$ cat src/rtl/sipo_rx_pkg.sv
// Shared types and constants for the serial-in/parallel-out receive controller.
// Latency: n/a (package only).
// Backpressure: n/a (package only).
package sipo_rx_pkg;

    // Default number of data bits per frame.
    localparam int WIDTH_DEF = 8;

    // Frame sequencer states; PARITY is only reachable when RX_PARITY_EN is defined.
    typedef enum logic [1:0] {
        IDLE   = 2'd0,
        DATA   = 2'd1,
        PARITY = 2'd2,
        STOP   = 2'd3
    } state_e;

    // Parity sense used by the receiver.
    typedef enum logic {
        PAR_EVEN = 1'b0,
        PAR_ODD  = 1'b1
    } parity_e;

    localparam parity_e RX_PARITY_TYPE = PAR_EVEN;

    // Returns 1 when the received parity bit disagrees with the data bits.
    // data_xor is the XOR reduction of the data word.
    function automatic logic parity_bad(input logic par_bit, input logic data_xor);
        return par_bit ^ data_xor ^ (RX_PARITY_TYPE == PAR_ODD);
    endfunction

endpackage

$ cat src/rtl/sipo_shift_en.sv
// LSB-first shift register: new bits enter at the MSB and move toward bit 0.
// Latency: one clock per enabled shift.
// Backpressure: none; holds its contents whenever shift_en is low.
module sipo_shift_en
    import sipo_rx_pkg::*;
#(
    parameter int WIDTH = WIDTH_DEF
) (
    input  logic             clk,
    input  logic             rst_n,
    input  logic             shift_en,
    input  logic             din,
    output logic [WIDTH-1:0] q
);

    logic [WIDTH-1:0] q_q;

    // Shift one serial bit in at the top on each enabled clock.
    always_ff @(posedge clk or negedge rst_n) begin
        if (!rst_n) begin
            q_q <= '0;
        end else if (shift_en) begin
            q_q <= {din, q_q[WIDTH-1:1]};
        end
    end

    assign q = q_q;

endmodule

$ cat src/rtl/sipo_rx_ctrl.sv
// Serial frame receiver: start + WIDTH data (+ parity with RX_PARITY_EN) + stop, committed to a valid/ready holding register.
// Latency: dout_valid rises 1 clk after the stop-bit sample; error pulses appear on the same clock.
// Backpressure: none upstream; a commit while dout is held unconsumed overwrites dout and pulses overrun.
module sipo_rx_ctrl
    import sipo_rx_pkg::*;
#(
    parameter int WIDTH = WIDTH_DEF,
    parameter int CNT_W = $clog2(WIDTH)
) (
    input  logic             clk,
    input  logic             rst,
    input  logic             bit_en,
    input  logic             sin,
    output logic [WIDTH-1:0] dout,
    output logic             dout_valid,
    input  logic             dout_ready,
    output logic             busy,
    output logic             frame_err,
    output logic             overrun
`ifdef RX_PARITY_EN
    ,
    output logic             par_err
`endif
);

    localparam logic [CNT_W-1:0] CNT_MAX = CNT_W'(WIDTH - 1);

`ifdef RX_PARITY_EN
    localparam state_e DATA_NEXT = PARITY;
`else
    localparam state_e DATA_NEXT = STOP;
`endif

    state_e           state_q, state_d;
    logic [CNT_W-1:0] cnt_q, cnt_d;
    logic [WIDTH-1:0] shreg;
    logic             shift_en;
    logic             stop_smp;
    logic             par_ok;
    logic             commit;

    logic [WIDTH-1:0] dout_q, dout_d;
    logic             valid_q, valid_d;
    logic             ferr_q;
    logic             ovr_q;
    logic             busy_q;

    // Data bits are captured only while in DATA on a bit strobe.
    assign shift_en = bit_en && (state_q == DATA);

    sipo_shift_en #(
        .WIDTH (WIDTH)
    ) u_shreg (
        .clk      (clk),
        .rst_n    (rst),
        .shift_en (shift_en),
        .din      (sin),
        .q        (shreg)
    );

    // Next-state and bit counter; nothing moves without a bit strobe.
    always_comb begin
        state_d = state_q;
        cnt_d   = cnt_q;
        if (bit_en) begin
            case (state_q)
                IDLE: begin
                    if (!sin) begin
                        state_d = DATA;
                        cnt_d   = '0;
                    end
                end
                DATA: begin
                    // Counter saturates at the last data bit rather than wrapping.
                    if (cnt_q == CNT_MAX) begin
                        state_d = DATA_NEXT;
                    end else begin
                        cnt_d = cnt_q + 1'b1;
                    end
                end
`ifdef RX_PARITY_EN
                PARITY: begin
                    state_d = STOP;
                end
`endif
                STOP: begin
                    state_d = IDLE;
                end
                default: begin
                    state_d = IDLE;
                end
            endcase
        end
    end

    // FSM state and bit counter registers.
    always_ff @(posedge clk or negedge rst) begin
        if (!rst) begin
            state_q <= IDLE;
            cnt_q   <= '0;
        end else begin
            state_q <= state_d;
            cnt_q   <= cnt_d;
        end
    end

    // The stop bit is being sampled on this clock.
    assign stop_smp = bit_en && (state_q == STOP);

`ifdef RX_PARITY_EN
    logic perr_q;
    logic par_err_q;

    // Latch the parity verdict when the parity bit is sampled; it is judged at the stop bit.
    always_ff @(posedge clk or negedge rst) begin
        if (!rst) begin
            perr_q <= 1'b0;
        end else if (bit_en && (state_q == PARITY)) begin
            perr_q <= parity_bad(sin, ^shreg);
        end
    end

    // Parity error is reported only when the frame was otherwise well formed.
    always_ff @(posedge clk or negedge rst) begin
        if (!rst) begin
            par_err_q <= 1'b0;
        end else begin
            par_err_q <= stop_smp && sin && perr_q;
        end
    end

    assign par_ok  = !perr_q;
    assign par_err = par_err_q;
`else
    assign par_ok = 1'b1;
`endif

    // A good stop bit with no parity fault delivers the word.
    assign commit = stop_smp && sin && par_ok;

    // Holding register: a commit always wins; otherwise a handshake empties it.
    always_comb begin
        dout_d  = dout_q;
        valid_d = valid_q;
        if (commit) begin
            dout_d  = shreg;
            valid_d = 1'b1;
        end else if (valid_q && dout_ready) begin
            valid_d = 1'b0;
        end
    end

    // Output holding register; runs every clock regardless of bit_en.
    always_ff @(posedge clk or negedge rst) begin
        if (!rst) begin
            dout_q  <= '0;
            valid_q <= 1'b0;
        end else begin
            dout_q  <= dout_d;
            valid_q <= valid_d;
        end
    end

    // One-clock error pulses and the registered busy flag.
    always_ff @(posedge clk or negedge rst) begin
        if (!rst) begin
            ferr_q <= 1'b0;
            ovr_q  <= 1'b0;
            busy_q <= 1'b0;
        end else begin
            ferr_q <= stop_smp && !sin;
            ovr_q  <= commit && valid_q && !dout_ready;
            busy_q <= (state_d != IDLE);
        end
    end

    assign dout       = dout_q;
    assign dout_valid = valid_q;
    assign frame_err  = ferr_q;
    assign overrun    = ovr_q;
    assign busy       = busy_q;

endmodule
$ cat config.mk
export PLATFORM = sky130hd
export DESIGN_NAME = sipo_rx_ctrl
export DESIGN_NICKNAME = d
export VERILOG_FILES = /design/src/rtl/sipo_rx_pkg.sv /design/src/rtl/sipo_shift_en.sv /design/src/rtl/sipo_rx_ctrl.sv
export SDC_FILE = /design/constraint.sdc
export NUM_CORES = 1
export LEC_CHECK = 0
export CAP_MARGIN = 15
export CORE_ASPECT_RATIO = 1.1
export CORE_UTILIZATION = 45
export CTS_CLUSTER_SIZE = 40
export DETAILED_ROUTE_END_ITERATION = 8
export GPL_TIMING_DRIVEN = 0
export PLACE_DENSITY_LB_ADDON = 0.3
export SYNTH_ARGS = -nofsm -noshare
export SYNTH_HDL_FRONTEND = slang
export SYNTH_SLANG_ARGS = --single-unit
$ cat constraint.sdc
create_clock -name clk -period 2.95 [get_ports clk]
set_clock_uncertainty 0.1 [all_clocks]
set_input_delay 0.59 -clock clk [delete_from_list [all_inputs] [get_ports clk]]
set_output_delay 0.59 -clock clk [all_outputs]
set_load 0.02 [all_outputs]
==> impl_summary.txt <==
----------------------------------------------------
[STA]
  Upper clock frequency limit ... 0.503 GHz
  RSZ-0062 raised after global routing ... false
  Fin crit period ... 1.99 ns
  Final count of negative-setup-slack endpoints ... 0
  Relative slew slack ... 0.688
  Final setup TNS ... 0 ns
  Max-slew violation count ... 0
  Final hold viol count ... 0
  Final worst-path cycle share ... 0.674
  Worst-Margin Slew ... 0.467 ns

[Setup path]
  Max incr delay on CP ... 0.60 ns
  CP Data Arrival Time ... 1.30 ns
  Peak fanout along the critical path ... 2
  Endpoint required time on the critical path ... 2.26 ns
  Worst Path Buf+Inv ... 1
  Crit. End Element ... primary output
  Cells along the critical path ... clkdlybuf4s50_1
  Worst Path Class, Setup ... reg -> out
  Startpoint type of the worst setup path ... flop
  Critical path's top delay family ... buffers and inverters
  Critical-path cell with the highest stage delay ... clkdlybuf4s50_1

[Finish]
  Diode insertion count for antenna repair ... 0
  Layout overhead on the synthesized area ... 24.9%
  Fraction of final layout cells sized beyond drive strength 1 ... 0.300
  Final-stage net count ... 98
  Fraction of the core area covered by cells at the end of the flow ... 0.609
  Final standard cell count with taps included and fillers excluded ... 118
  Count of filler cells inserted in the layout ... 178

[Yosys]
  Library cells used by synthesis ... 18
  Flop and latch count out of synthesis ... 25
  Gate Count Post-Synth ... 69
  Summed instance area of the synthesized netlist ... 1010 um^2
  Sequential fraction of the synthesis area ... 0.622
  Post-Syn Area per Cell ... 14.6 um^2
  Ys Warns ... 0
  Synth Net Count ... 76

[Power and ir drop]
  Power density relative to cell area ... 926 nW/um^2
  Peak ir drop on the vdd network ... 0.491 mV
  P_leak ... 0.000583 uW

[Route]
  Initial DRT Pass Iterations ... 2
  Total length of routed met2 wires ... 709 um
  M1 WL ... 706 um
  Sum of met3 wire segment lengths after detailed routing ... 58 um
  Overall routed net length ... 1520 um
  Iteration-0 DRC Markers ... 3
  Via-per-instance ratio ... 5.05
  Uppermost signal routing layer after detailed routing ... met4
  Wirelength per Cell ... 12.9 um
  Antenna Violating Nets Remaining ... 0
  Overall via count from detail_route ... 596
  Number of remaining DRC errors ... 0

[Run status]
  Status ... completed

[Floorplanning]
  Initial cell density of the core ... 0.488
  Core region area ... 2060 um^2
  I/O pin total ... 17
  Total Die Area ... 2430 um^2
  Vertical die dimension ... 51.6 um
  Site Rows ... 17
  Die X-Extent ... 47.1 um

[Clocking]
  Post-CTS clock slew at the launch and capture registers of the worst setup and hold paths ... 0.14 ns
  Cts hold-fix bufs ... 0
  Cells resized by post-CTS repair ... 0
  Total setup buffers inserted after CTS ... 0
  TritonCTS buffer count ... 3
  Buffer depth of the longest clock path ... 2
  CTS tree ... done
  Clk_lat worst skew ... 0.32 ns
  Count of H-tree levels built during CTS ... 1
  Sink Count ... 25
  Root buf cell ... clkbuf_4

[Place]
  Final RePlAce weighted congestion ... 0.638
  Placed cells ... 113
  Hpwl dp ... 1070 um
  PortBufs ... 16

[Global routing]
  Largest net degree at the start of global routing ... 26
  Vias in the first global route ... 571
  Antenna violations before repair ... 0
  Global-route total usage across every layer ... 0.157
  Grt ovf ... 0
  Global-route wire length before repair ... 2570 um

[Job]
  Number of max-cap violations ... 0

[Min path]
  Path category of the worst min-delay check ... reg -> reg

----------------------------------------------------
[sequential cells by signal, summed over array words and instances, names as in the netlist]
name        cells
busy            1
cnt_q           3
dout            8
dout_valid      1
frame_err       1
overrun         1
state_q         2
u_shreg.q       8
[report_power, final]
part	total, uW	internal, uW	switching [uW]
sequential	564	477	87.7
combinational	446	254	192
clock	153	50.7	102
total	1160	781	382
[worst paths after layout]
| path | cells after the start | from | end | slack (ns) |
|---|---|---|---|---|
| max | 1 | dout[7]$_DFFE_PN0P_ | dout[7] | 0.96 |
| min | 1 | dout[1]$_DFFE_PN0P_ | dout[1]$_DFFE_PN0P_ | 0.42 |
| max reg2reg | 5 | cnt_q[0]$_DFFE_PN0P_ | cnt_q[0]$_DFFE_PN0P_ | 1.38 |
| min reg2reg | 1 | dout[1]$_DFFE_PN0P_ | dout[1]$_DFFE_PN0P_ | 0.42 |
| max in group asynchronous | 2 | rst | u_shreg.q[7]$_DFFE_PN0P_ | 1.83 |
| min in group asynchronous | 1 | rst | dout[5]$_DFFE_PN0P_ | 0.47 |
[final cells by class]
type / count / area (um^2) / area share
inverter: 3 / 11.3 / 0.00896
tap: 28 / 35.0 / 0.0279
clock inverter: 1 / 5.00 / 0.00398
timing repair buffer: 17 / 188 / 0.149
sequential: 25 / 626 / 0.498
multi-input combinational: 41 / 369 / 0.294
clock buffer: 3 / 22.5 / 0.0179
[routing by layer]
layer,up-vias,global-route usage
li1,279,-
met1,299,0.206
met2,14,0.231
met3,4,0.0208
met4,0,0.114
met5,-,0
[metrics by stage]
step / cell area, um^2 / setup slack (ns) / hold WS (ns) / total power [uW]
4_1_cts: 1230 / 0.958 / 0.424 / 1170
2_1_floorplan: 1010 / 1.45 / 0.194 / 849
3_5_place_dp: 1200 / 0.754 / 0.394 / 1020
3_3_place_gp: 1200 / 0.764 / 0.385 / 993
6_report: 1260 / 0.963 / 0.419 / 1160
5_1_grt: 1260 / 0.891 / 0.441 / 1240
[logic make-up (layout without fill, tap and decap cells)]
family	Yosys count	in the layout	synth area share
DFF	25	25	0.622
muxes	19	19	0.210
and+or+nand+nor	17	17	0.112
AOI/OAI and AO/OA	3	3	0.0199
buffers and inverters	3	24	0.0112
adders and majority gates	2	2	0.0249
[cell usage in the layout (no fill, tap or decap), drive strengths merged, types with 2 or more instances in the layout]
cell	instances
dfrtp	25
nand2b	2
clkdlybuf4s50	16
and2b	2
nand3	2
nand2	6
inv	3
o211ai	2
ha	2
nor2	2
clkbuf	3
mux2i	2
mux2	17
[synth_stat cells]
library cell  number  share of area
mux2i_1            2          0.020
ha_1               2          0.025
o211ai_1           2          0.015
nand2b_1           2          0.012
nor2b_1            1         0.0062
nor2_1             2         0.0075
nand3_1            1         0.0050
nand3_4            1          0.017
nand2_4            1          0.011
dfrtp_1           25           0.62
a21oi_1            1         0.0050
and2b_1            1         0.0075
and2b_4            1          0.010
and3_2             1         0.0075
inv_1              3          0.011
nand2_1            5          0.019
mux2_2            17           0.19
and2_4             1         0.0087
No activity file was read; power rests on OpenSTA's default activity.
==> variant, RTL diff (same flow settings) <==
Re-encode `state_e` (4 states) as one-hot, 4 bits wide.
--- a/src/rtl/sipo_rx_pkg.sv
+++ b/src/rtl/sipo_rx_pkg.sv
@@ -7,11 +7,11 @@
     localparam int WIDTH_DEF = 8;
 
     // Frame sequencer states; PARITY is only reachable when RX_PARITY_EN is defined.
-    typedef enum logic [1:0] {
-        IDLE   = 2'd0,
-        DATA   = 2'd1,
-        PARITY = 2'd2,
-        STOP   = 2'd3
+    typedef enum logic [3:0] {
+        IDLE   = 4'b0001,
+        DATA   = 4'b0010,
+        PARITY = 4'b0100,
+        STOP   = 4'b1000
     } state_e;
 
     // Parity sense used by the receiver.
Formal check against the unedited RTL: same outputs for any inputs over 10 cycles, from zero or initial values and one cycle with rst low; not proved beyond that.
==> variant against the unedited design <==
  * Synthesized area up 11%
  * Sequential cell count is 2 higher
  * Setup slack worse by 0.011 ns
  * Routed wire length up 15%
  * Design area increased by 9.3%
  * Global-route usage fell by 0.12 points
  * Critical path depth unchanged
  * Largest cell class unchanged
  * Highest routed layer unchanged
Power is not compared: it rests on default switching activity, and its combinational part moved more than twofold at a synthesized area within 25%.
==> variant: results (changes against the unedited design) <==
* M2 GR Usage at 26.5% (+3.3 points)
* Dpl hpwl at 1200 um (+12%)
* Post-Syn Area per Cell at 13.8 sq um (-5.4%)
* Mux contribution to synthesized area at 18.8% (-2.2 points)
* # setup viols final at 0 (unchanged)
* Diodes inserted at 0 (unchanged)
* Number of DRC markers in iteration 0 at 10 (+7)
* Post-cts hold buffer count at 0 (unchanged)
* Post-synthesis sequential area ratio at 60.6% (-1.6 points)
* First-pass GRT wire length at 3010 um (+17%)
* Nets at 110 (+12%)
* Initial antenna violation count at 0 (unchanged)
* Met3 Use GR at 3.33% (+1.3 points)
* Setup crit start: dout[6]
* Drt first pass iters at 4 (+2)
* Max VDD drop at about 350 uV
* Crit path max-delay family: buffers and inverters
* Compound-cell area share of the yosys netlist at 4.37% (+2.4 points)
* Commonest cells in the netlist: dfrtp_1, mux2_2, inv_1, nand2_1
* Synth Net Count at 88 (+16%)
* Cell variety after synth at 24 (+6)
* Per-cell routed wire length at 13.2 um (+2.4%)
* FILL cells at 217 (+22%)
* Arr. time, crit path at about 1.3 ns
* GRT met1 Usage at 18.8% (-1.7 points)
* Max FO, Critical Path at 2 (unchanged)
* Wirelength, routed at 1740 um (+15%)
* Routability congestion estimate at 0.672 (+5.3%)
* CTS resizes at 0 (unchanged)
* # H-tree levels at 1 (unchanged)
* Dpl cells at 127 (+12%)
* CP peak stage delay at 0.60 ns (about the same)
* Total GRT Usage at 15.5% (-0.12 points)
* Max Root-Sink Buffers at 2 (unchanged)
* Clock root buffer: clkbuf_4
* Worst hold path startpoint: u_shreg.q[0]
* Post-synthesis adder-cell area fraction at 2.24% (-0.25 points)
* Yosys warns at 0 (unchanged)
* Worst skew pair latency at approximately 0.33 ns
* Asr flop ratio synth at 100% (unchanged)
* Largest net degree at the start of global routing at 28 (+7.7%)
* Share of cells above drive strength 1 at 26.5% (-3.5 points)
* CP max-delay cell: clkdlybuf4s50_1
* Via count at 686 (+15%)
* Post-CTS Setup Repair Bufs at 0 (unchanged)
* Global route total overflow at 0 (unchanged)
* P_leak at 0.658 nW
* Vias in the first global route at 675 (+18%)
* Outcome: complete, no violations
* Worst slew pin tran at 0.533 ns (+0.0657 ns)
* Reg2reg start: state_q[0]
* Synth area leaders: dfrtp_1, mux2_2, mux2i_1
==> variant: per-stage QoR <==
stage	hold slack [ns]	setup slack (ns)	cell area, sq um	power, mW
3_3_place_gp	0.387	0.840	1320	0.639
2_1_floorplan	0.194	1.39	1120	0.592
5_1_grt	0.443	0.884	1370	0.853
4_1_cts	0.422	0.933	1350	0.813
6_report	0.421	0.952	1370	0.806
3_5_place_dp	0.390	0.831	1320	0.649
==> variant: area by class of cell <==
class,instances,area share (%)
sequential,27,49.3
multi-input combinational,47,30.0
timing repair buffer,17,13.7
tap,30,2.73
clock buffer,3,1.64
inverter,5,1.37
buffer,2,0.729
clock inverter,1,0.547
==> variant: power breakdown <==
group          leakage [nW]  switching, mW  internal [mW]  total (mW)
logic                 0.278         0.0707         0.0923       0.163
clock network        0.0139          0.112         0.0519       0.163
registers             0.367         0.0489          0.431       0.480
==> variant: logic make-up (layout without fill, tap and decap cells) <==
kind of cell             after synthesis  count (layout)
buffers and inverters                  7              28
AO/OA/AOI/OAI                          7               7
AND/OR/NAND/NOR                       19              19
multiplexers                          19              19
flip-flops                            27              27
adder cells (fa/ha/maj)                2               2
==> variant: path summary, 6_finish.rpt <==
kind | end | slack, ns | depth (start not counted)
hold reg to reg | u_shreg.q[0] | 0.42 | 1
hold / removal | u_shreg.q[0] | 0.42 | 1
min in group asynchronous | busy | 0.45 | 1
max in group asynchronous | u_shreg.q[7] | 1.88 | 2
setup reg to reg | dout[0] | 1.24 | 4
setup / recovery | dout[6] | 0.95 | 1
==> variant: layer usage <==
metal | vias up | share of wire, %
met3 | 2 | 3.7
met4 | 0 | 0.86
met5 | - | 0
li1 | 323 | -
met2 | 15 | 51
met1 | 346 | 44
